`config.mk`:
```
export PLATFORM = sky130hd
export DESIGN_NAME = bin_to_decimal
export DESIGN_NICKNAME = d
export VERILOG_FILES = /design/src/rtl/bin_to_decimal_pkg.sv /design/src/rtl/bcd_add3.sv /design/src/rtl/bin_to_decimal.sv
export SDC_FILE = /design/constraint.sdc
export NUM_CORES = 1
export LEC_CHECK = 0
export CORE_ASPECT_RATIO = 1.75
export CORE_MARGIN = 2
export CORE_UTILIZATION = 30
export CTS_CLUSTER_DIAMETER = 120
export DETAILED_ROUTE_END_ITERATION = 10
export GPL_ROUTABILITY_DRIVEN = 0
export HOLD_SLACK_MARGIN = 0.06
export MAX_ROUTING_LAYER = met4
export SKIP_LAST_GASP = 1
export SYNTH_ARGS = -nofsm -noshare
export SYNTH_HDL_FRONTEND = slang
export SYNTH_SLANG_ARGS = --single-unit
export TNS_END_PERCENT = 10
```
`constraint.sdc`:
```
create_clock -name clk_i -period 0.8 [get_ports clk_i]
set_clock_uncertainty 0.1 [all_clocks]
set_input_delay 0.08 -clock clk_i [delete_from_list [all_inputs] [get_ports clk_i]]
set_output_delay 0.08 -clock clk_i [all_outputs]
set_load 0.1 [all_outputs]
```
`src/rtl/bin_to_decimal_pkg.sv`:
```
// Shared types and constants for the binary-to-BCD display path.
// Digit sizing helper lets the conversion array scale with the input width.
package bin_to_decimal_pkg;

    localparam int DIGIT_W         = 4;
    localparam logic [3:0] BCD_MAX_DIGIT = 4'd9;
    localparam int DEFAULT_MAX_VAL = 99;

    typedef logic [DIGIT_W-1:0] bcd_digit_t;

    // Number of BCD nibbles needed for the largest w-bit value, never fewer than three.
    function automatic int bcd_digits(input int w);
        int v;
        int n;
        v = (1 << w) - 1;
        n = 0;
        while (v > 0) begin
            v = v / 10;
            n = n + 1;
        end
        if (n < 3) n = 3;
        return n;
    endfunction

endpackage

```
`src/rtl/bcd_add3.sv`:
```
// Single-nibble double-dabble adjust cell: adds 3 when the digit is 5 or more.
// Purely combinational; no latency, no backpressure.
module bcd_add3
    import bin_to_decimal_pkg::*;
(
    input  bcd_digit_t in_i,
    output bcd_digit_t out_o
);

    assign out_o = (in_i >= 4'd5) ? bcd_digit_t'(in_i + 4'd3) : in_i;

endmodule

```
`src/rtl/bin_to_decimal.sv`:
```
// Saturating binary to two-digit BCD converter for the scoreboard display.
// One-cycle latency, accepts a new value every cycle, no handshake.
module bin_to_decimal
    import bin_to_decimal_pkg::*;
#(
    parameter int BIN_W   = 8,
    parameter int MAX_VAL = DEFAULT_MAX_VAL
) (
    input  logic             clk_i,
    input  logic             rst_i,
    input  logic [BIN_W-1:0] bin_i,
    output logic [3:0]       tens_o,
    output logic [3:0]       ones_o
);

    localparam int NDIG      = bcd_digits(BIN_W);
    localparam int SW        = NDIG * DIGIT_W + BIN_W;
    localparam int MAX_REPR  = (1 << BIN_W) - 1;
    localparam int MAX_CLAMP = (MAX_VAL > MAX_REPR) ? MAX_REPR : MAX_VAL;
    localparam logic [BIN_W-1:0] MAX_B = MAX_CLAMP[BIN_W-1:0];

    logic [BIN_W-1:0]          sat_val;
    logic [BIN_W:0][SW-1:0]    stg;
    logic [BIN_W-1:0][SW-1:0]  adj;
    logic [BIN_W-1:0]          drop_unused;
    logic [NDIG*DIGIT_W-1:0]   bcd_res;
    logic                      unused_ok;

    bcd_digit_t tens_d, tens_q;
    bcd_digit_t ones_d, ones_q;

    // Clamping before conversion keeps every produced digit inside 0..9.
    assign sat_val = (bin_i > MAX_B) ? MAX_B : bin_i;
    assign stg[0]  = {{(NDIG*DIGIT_W){1'b0}}, sat_val};

    for (genvar i = 0; i < BIN_W; i++) begin : g_iter
        assign adj[i][BIN_W-1:0] = stg[i][BIN_W-1:0];
        for (genvar d = 0; d < NDIG; d++) begin : g_dig
            bcd_add3 u_add3 (
                .in_i  (stg[i][BIN_W+DIGIT_W*d +: DIGIT_W]),
                .out_o (adj[i][BIN_W+DIGIT_W*d +: DIGIT_W])
            );
        end
        assign stg[i+1]       = {adj[i][SW-2:0], 1'b0};
        assign drop_unused[i] = adj[i][SW-1];
    end

    assign bcd_res = stg[BIN_W][SW-1:BIN_W];
    assign tens_d  = bcd_res[7:4];
    assign ones_d  = bcd_res[3:0];

    // Upper nibbles stay zero after saturation; shifted-out bits carry nothing.
    assign unused_ok = ^{drop_unused, stg[BIN_W][BIN_W-1:0], bcd_res[NDIG*DIGIT_W-1:8]};

    always_ff @(posedge clk_i or negedge rst_i) begin
        if (!rst_i) begin
            tens_q <= '0;
            ones_q <= '0;
        end else begin
            tens_q <= tens_d;
            ones_q <= ones_d;
        end
    end

    assign tens_o = tens_q;
    assign ones_o = ones_q;

endmodule

```
; ---- Word level (Yosys, flattened, before mapping)
; Cells that the tools add are included.
[totals]
inputBits = 10
out_inout_bits = 8
ff_bits = 8
word_cells = 43
[op_classes]
magnitude_cmp = 14
add_sub_neg = 13
muxes = 14
[ops]
columns = operator, n
row1 = "greater-or-equal comparator 4 x 3 -> 1 bit, second input constant", 11
row2 = 2-to-1 mux 4 bit, 7
row3 = "adder 4 x 2 -> 4 bit, second input constant", 6
row4 = 2-to-1 mux 3 bit, 6
row5 = "adder 3 x 2 -> 3 bit, second input constant", 5
row6 = "greater-than comparator 8 x 7 -> 1 bit, second input constant", 1
row7 = 2-to-1 mux 8 bit, 1
row8 = "adder 1 x 2 -> 3 bit, second input constant", 2
row9 = "greater-or-equal comparator 1 x 3 -> 1 bit, second input constant", 2

; ---- Depth between registers and ports, before layout
[logic_depth]
word_depth = 16
depth_mapped = 20
depth_no_buf = 19

; ---- Cells and area by module
; Synthesis repeated with hierarchy kept, for this count alone.
[hier_totals]
cells_unflattened = 273
area_unflattened_um2 = 1894.3
[modules_own_cells]
columns = mod, instances, cells_each, area_each_um2, seq_area_each_um2
row1 = bcd_add3, 16, 16, 101.3, 0.0
row2 = bin_to_decimal, 1, 17, 272.8, 200.2

; ---- Least setup slack after synthesis
; Ideal clock, no wire load.
[synth_path]
path_kind = input-to-reg
from = input bin_i[6]
to = register tens_q[2], in the netlist tens_o[2]
setup_ns = 0.133
slack_ns = -2.055
t_arrival_ns = 2.622
n_path_buf = 1
stages = 16
required_time_ns = 0.567
cell_sequence = buf_6 a21oi_1 nand2_1 ha_1 or3_4 o21a_4 o211ai_2 xnor2_1 a21oi_2 inv_1 ha_1 nand2b_1 nand2_1 o22ai_1 nand2_1 o21ai_0
[synth_lines]
columns = element, line
row1 = from (decl), bin_to_decimal.sv:11  ; input logic [BIN_W-1:0] bin_i,
row2 = to (signal assigned), bin_to_decimal.sv:60  ; tens_q <= tens_d;
row3 = to (decl), bin_to_decimal.sv:29  ; bcd_digit_t tens_d, tens_q;

==> flow_metrics.py <==
metrics = {
    "outcome": {
        "outcome": "finished, violations left",
        "violations": "setup timing",
    },
    "cts": {
        "clockBufferDepth": 2,
        "path_clk_slew_ps": 40,
        "cts.sinks": 8,
        "cts_buffers": 3,
        "htree_num_levels": 1,
        "root_buffer": "clkbuf_8",
        "cts_tree": "built",
    },
    "die": {
        "initial_core_util_pct": 31.2,
        "die-area_um2": 4560,
        "ios": 18,
        "placement_rows": 30,
        "die_w_um": 51.9,
        "die_h_um": 87.8,
        "core-area_um2": 3870,
    },
    "placement": {
        "place_area_um2": 1930,
        "place_ws_ps": -2310,
        "dp_cells": 264,
        "dp_hpwl_um": 3270,
        "io_buffers": 17,
    },
    "sta": {
        "worst_pin_slew_ps": 514,
        "relSlewSlack_pct": 65.4,
        "hold_viol_final": 0,
        "post-route-period-util_pct": 299,
        "final-setup-viol-count": 16,
        "rsz0062_at_grt": "yes",
        "drv_slew": 0,
        "final.setup.worst_slack_ps": -1590,
        "fin_tns_setup_ps": -12520,
        "fmax_mhz": 418,
        "min_period_ps": 2390,
    },
    "worst_setup_path": {
        "crit_chain": "buf_6, or2_4, inv_4, ha_4, or3_4, o21a_4, o211ai_4, xnor2_2, a21oi_4, inv_2, ha_2, nand2b_4, nand2_4, o22ai_4, nand2_1, o21ai_1",
        "critPathLaunchType": "input pin",
        "arrival_ps": 2390,
        "critPathMaxStageDelay_ps": 390,
        "critPathRequiredTime_ps": 800,
        "crit_path_end_kind": "register",
        "path_max_fanout": 3,
        "path_class": "input pin to register",
        "crit_buf_inv": 3,
        "crit_slowest_cell": "or3_4",
        "cp_top_family": "simple AND/OR/NAND/NOR gates",
    },
    "global_routing": {
        "grt_max_degree": 14,
        "antenna_found_initial": 0,
        "grt_pass1_vias": 1564,
        "overflow": 0,
        "grt_first_pass_wirelength_um": 6540,
        "grt_usage_pct": 19.4,
    },
    "drt": {
        "vias": 1468,
        "wire_per_inst_um": 14.4,
        "drc_errors": 0,
        "viasPerCell": 5.42,
        "antenna_left": 0,
        "drtPass1Iterations": 6,
        "finalWirelength_um": 3920,
        "drtIter0Drc": 39,
    },
    "pwr": {
        "power_mw": 3.78,
        "cellLeakagePower_nw": 0.906,
        "seq_power_share_pct": 16.0,
        "p_per_area_nw_per_um2": 1840,
        "vdd_ir_drop_max_mv": 1.60,
        "power.internal_mw": 1.97,
        "sw_frac_of_total_pct": 47.7,
        "power_frac_clock_pct": 12.6,
        "p_sw_mw": 1.80,
        "comb_power_share_pct": 71.3,
    },
    "yosys": {
        "synth_edf_count": 0,
        "ys.flop_type": "dfrtp_1",
        "syn_nets": 170,
        "synth.ff_latch_count": 8,
        "synthDistinctLibCells": 57,
        "yosysSeqAreaShare_pct": 16.6,
        "synthArstFlopShare_pct": 100,
        "synth_cells": 153,
        "syn_avg_cell_area_um2": 7.88,
        "netlist_area_um2": 1200,
        "yosysWarningCount": 0,
    },
    "cells_and_area": {
        "mostFrequentLayoutCell": "buf_4",
        "layout-drive-gt1-share_pct": 48.0,
        "nets": 242,
        "n_antenna_cell": 0,
        "syn_to_final_growth_pct": 70.6,
        "final_cell_mix": "buf_4 (58), nor2_1 (13), a21oi_1 (10)",
        "fin_area_um2": 2060,
        "fin_cells": 271,
    },
    "min_path": {
        "hp-class": "input pin to asynchronous set/reset pin",
    },
    "job": {
        "max-cap-violations": 0,
    },
}
[cells in the mapped netlist, types with 2 or more instances]
library cell | count | share of area, %
o21ai_0 | 9 | 3.7
nor2b_1 | 2 | 1.0
nor2_1 | 13 | 4.1
o31ai_1 | 2 | 1.2
nand2b_1 | 4 | 2.1
o22ai_1 | 3 | 1.6
a22oi_1 | 2 | 1.2
inv_2 | 2 | 0.62
a21oi_2 | 2 | 1.5
a21oi_1 | 12 | 5.0
mux2i_1 | 2 | 1.7
inv_1 | 7 | 2.2
o211ai_1 | 3 | 1.9
buf_2 | 5 | 2.1
nand2_1 | 10 | 3.1
nor3_1 | 6 | 2.5
dfrtp_1 | 8 | 17
a31oi_1 | 4 | 2.1
o21ai_1 | 3 | 1.2
nand3_1 | 5 | 2.1
and2_1 | 2 | 1.0
ha_1 | 7 | 7.3
xnor2_1 | 4 | 2.9
buf_6 | 3 | 2.8
[layout make-up]
class                      count  area (µm²)
clock buffer                   3        41.3
inverter                       9        36.3
sequential                     8         200
timing repair buffer          75         688
multi-input combinational    128        1030
tap                           48        60.1
fill                         356        1810
[routing by layer]
metal / vias up / part of all wire (%) / GRT usage (%)
met5: - / 0 / -
met4: 0 / 3.7 / 10.8
met2: 54 / 61 / 40.3
met1: 694 / 31 / 15.3
met3: 14 / 4.1 / 1.37
li1: 706 / - / -
[stage by stage]
stage / utilization [%] / hold WS [ps]
after floorplan: - / -316
after global placement: 49.8 / 271
after detailed placement: 49.8 / 283
after CTS: 52.4 / 34.0
after global routing: 53.2 / 51.5
final: 53.2 / 30.1
[kinds of logic after synthesis]
kind of cell | Yosys count | synth area share [%]
other | 1 | 0.311
muxes | 2 | 1.66
xor gates and xnor gates | 4 | 2.91
adders and majority gates | 7 | 7.27
AOI/OAI and AO/OA | 60 | 39.7
DFF | 8 | 16.6
and+or+nand+nor | 54 | 23.9
buffers and inverters | 17 | 7.68
[power by group through the flow]
stage | Clock (mW) | Sequential [mW] | Combinational (mW)
after floorplan | 0 | 1.36 | 0.813
after global placement | 0 | 0.609 | 2.50
after detailed placement | 0 | 0.613 | 2.56
after CTS | 0.491 | 0.609 | 2.65
after global routing | 0.510 | 0.618 | 2.85
final | 0.478 | 0.605 | 2.70
[path summary, 6_finish.rpt]
check / slack, ps / cells past startpoint / end / startpoint
min: 30 / 2 / ones_o[2]$_DFF_PN0_ / rst_i
max in group asynchronous: 450 / 2 / ones_o[0]$_DFF_PN0_ / rst_i
max: -1590 / 16 / tens_o[2]$_DFF_PN0_ / bin_i[7]
min in group clk_i: 290 / 5 / ones_o[0]$_DFF_PN0_ / bin_i[7]
[registers in the layout (all words and copies together), names as in the netlist]
signal	cells
ones_o	4
tens_o	4
[what timing repair did]
action / 4_1_cts / 5_1_grt
resized for setup: 27 / 6
pin swaps: 10 / 10
buffers inserted: 3 / 1
endpoints found under the hold margin: 8 / 8
gates cloned: 0 / 0
endpoints found under the setup margin: 16 / 16
No activity file was read; power rests on OpenSTA's default activity.
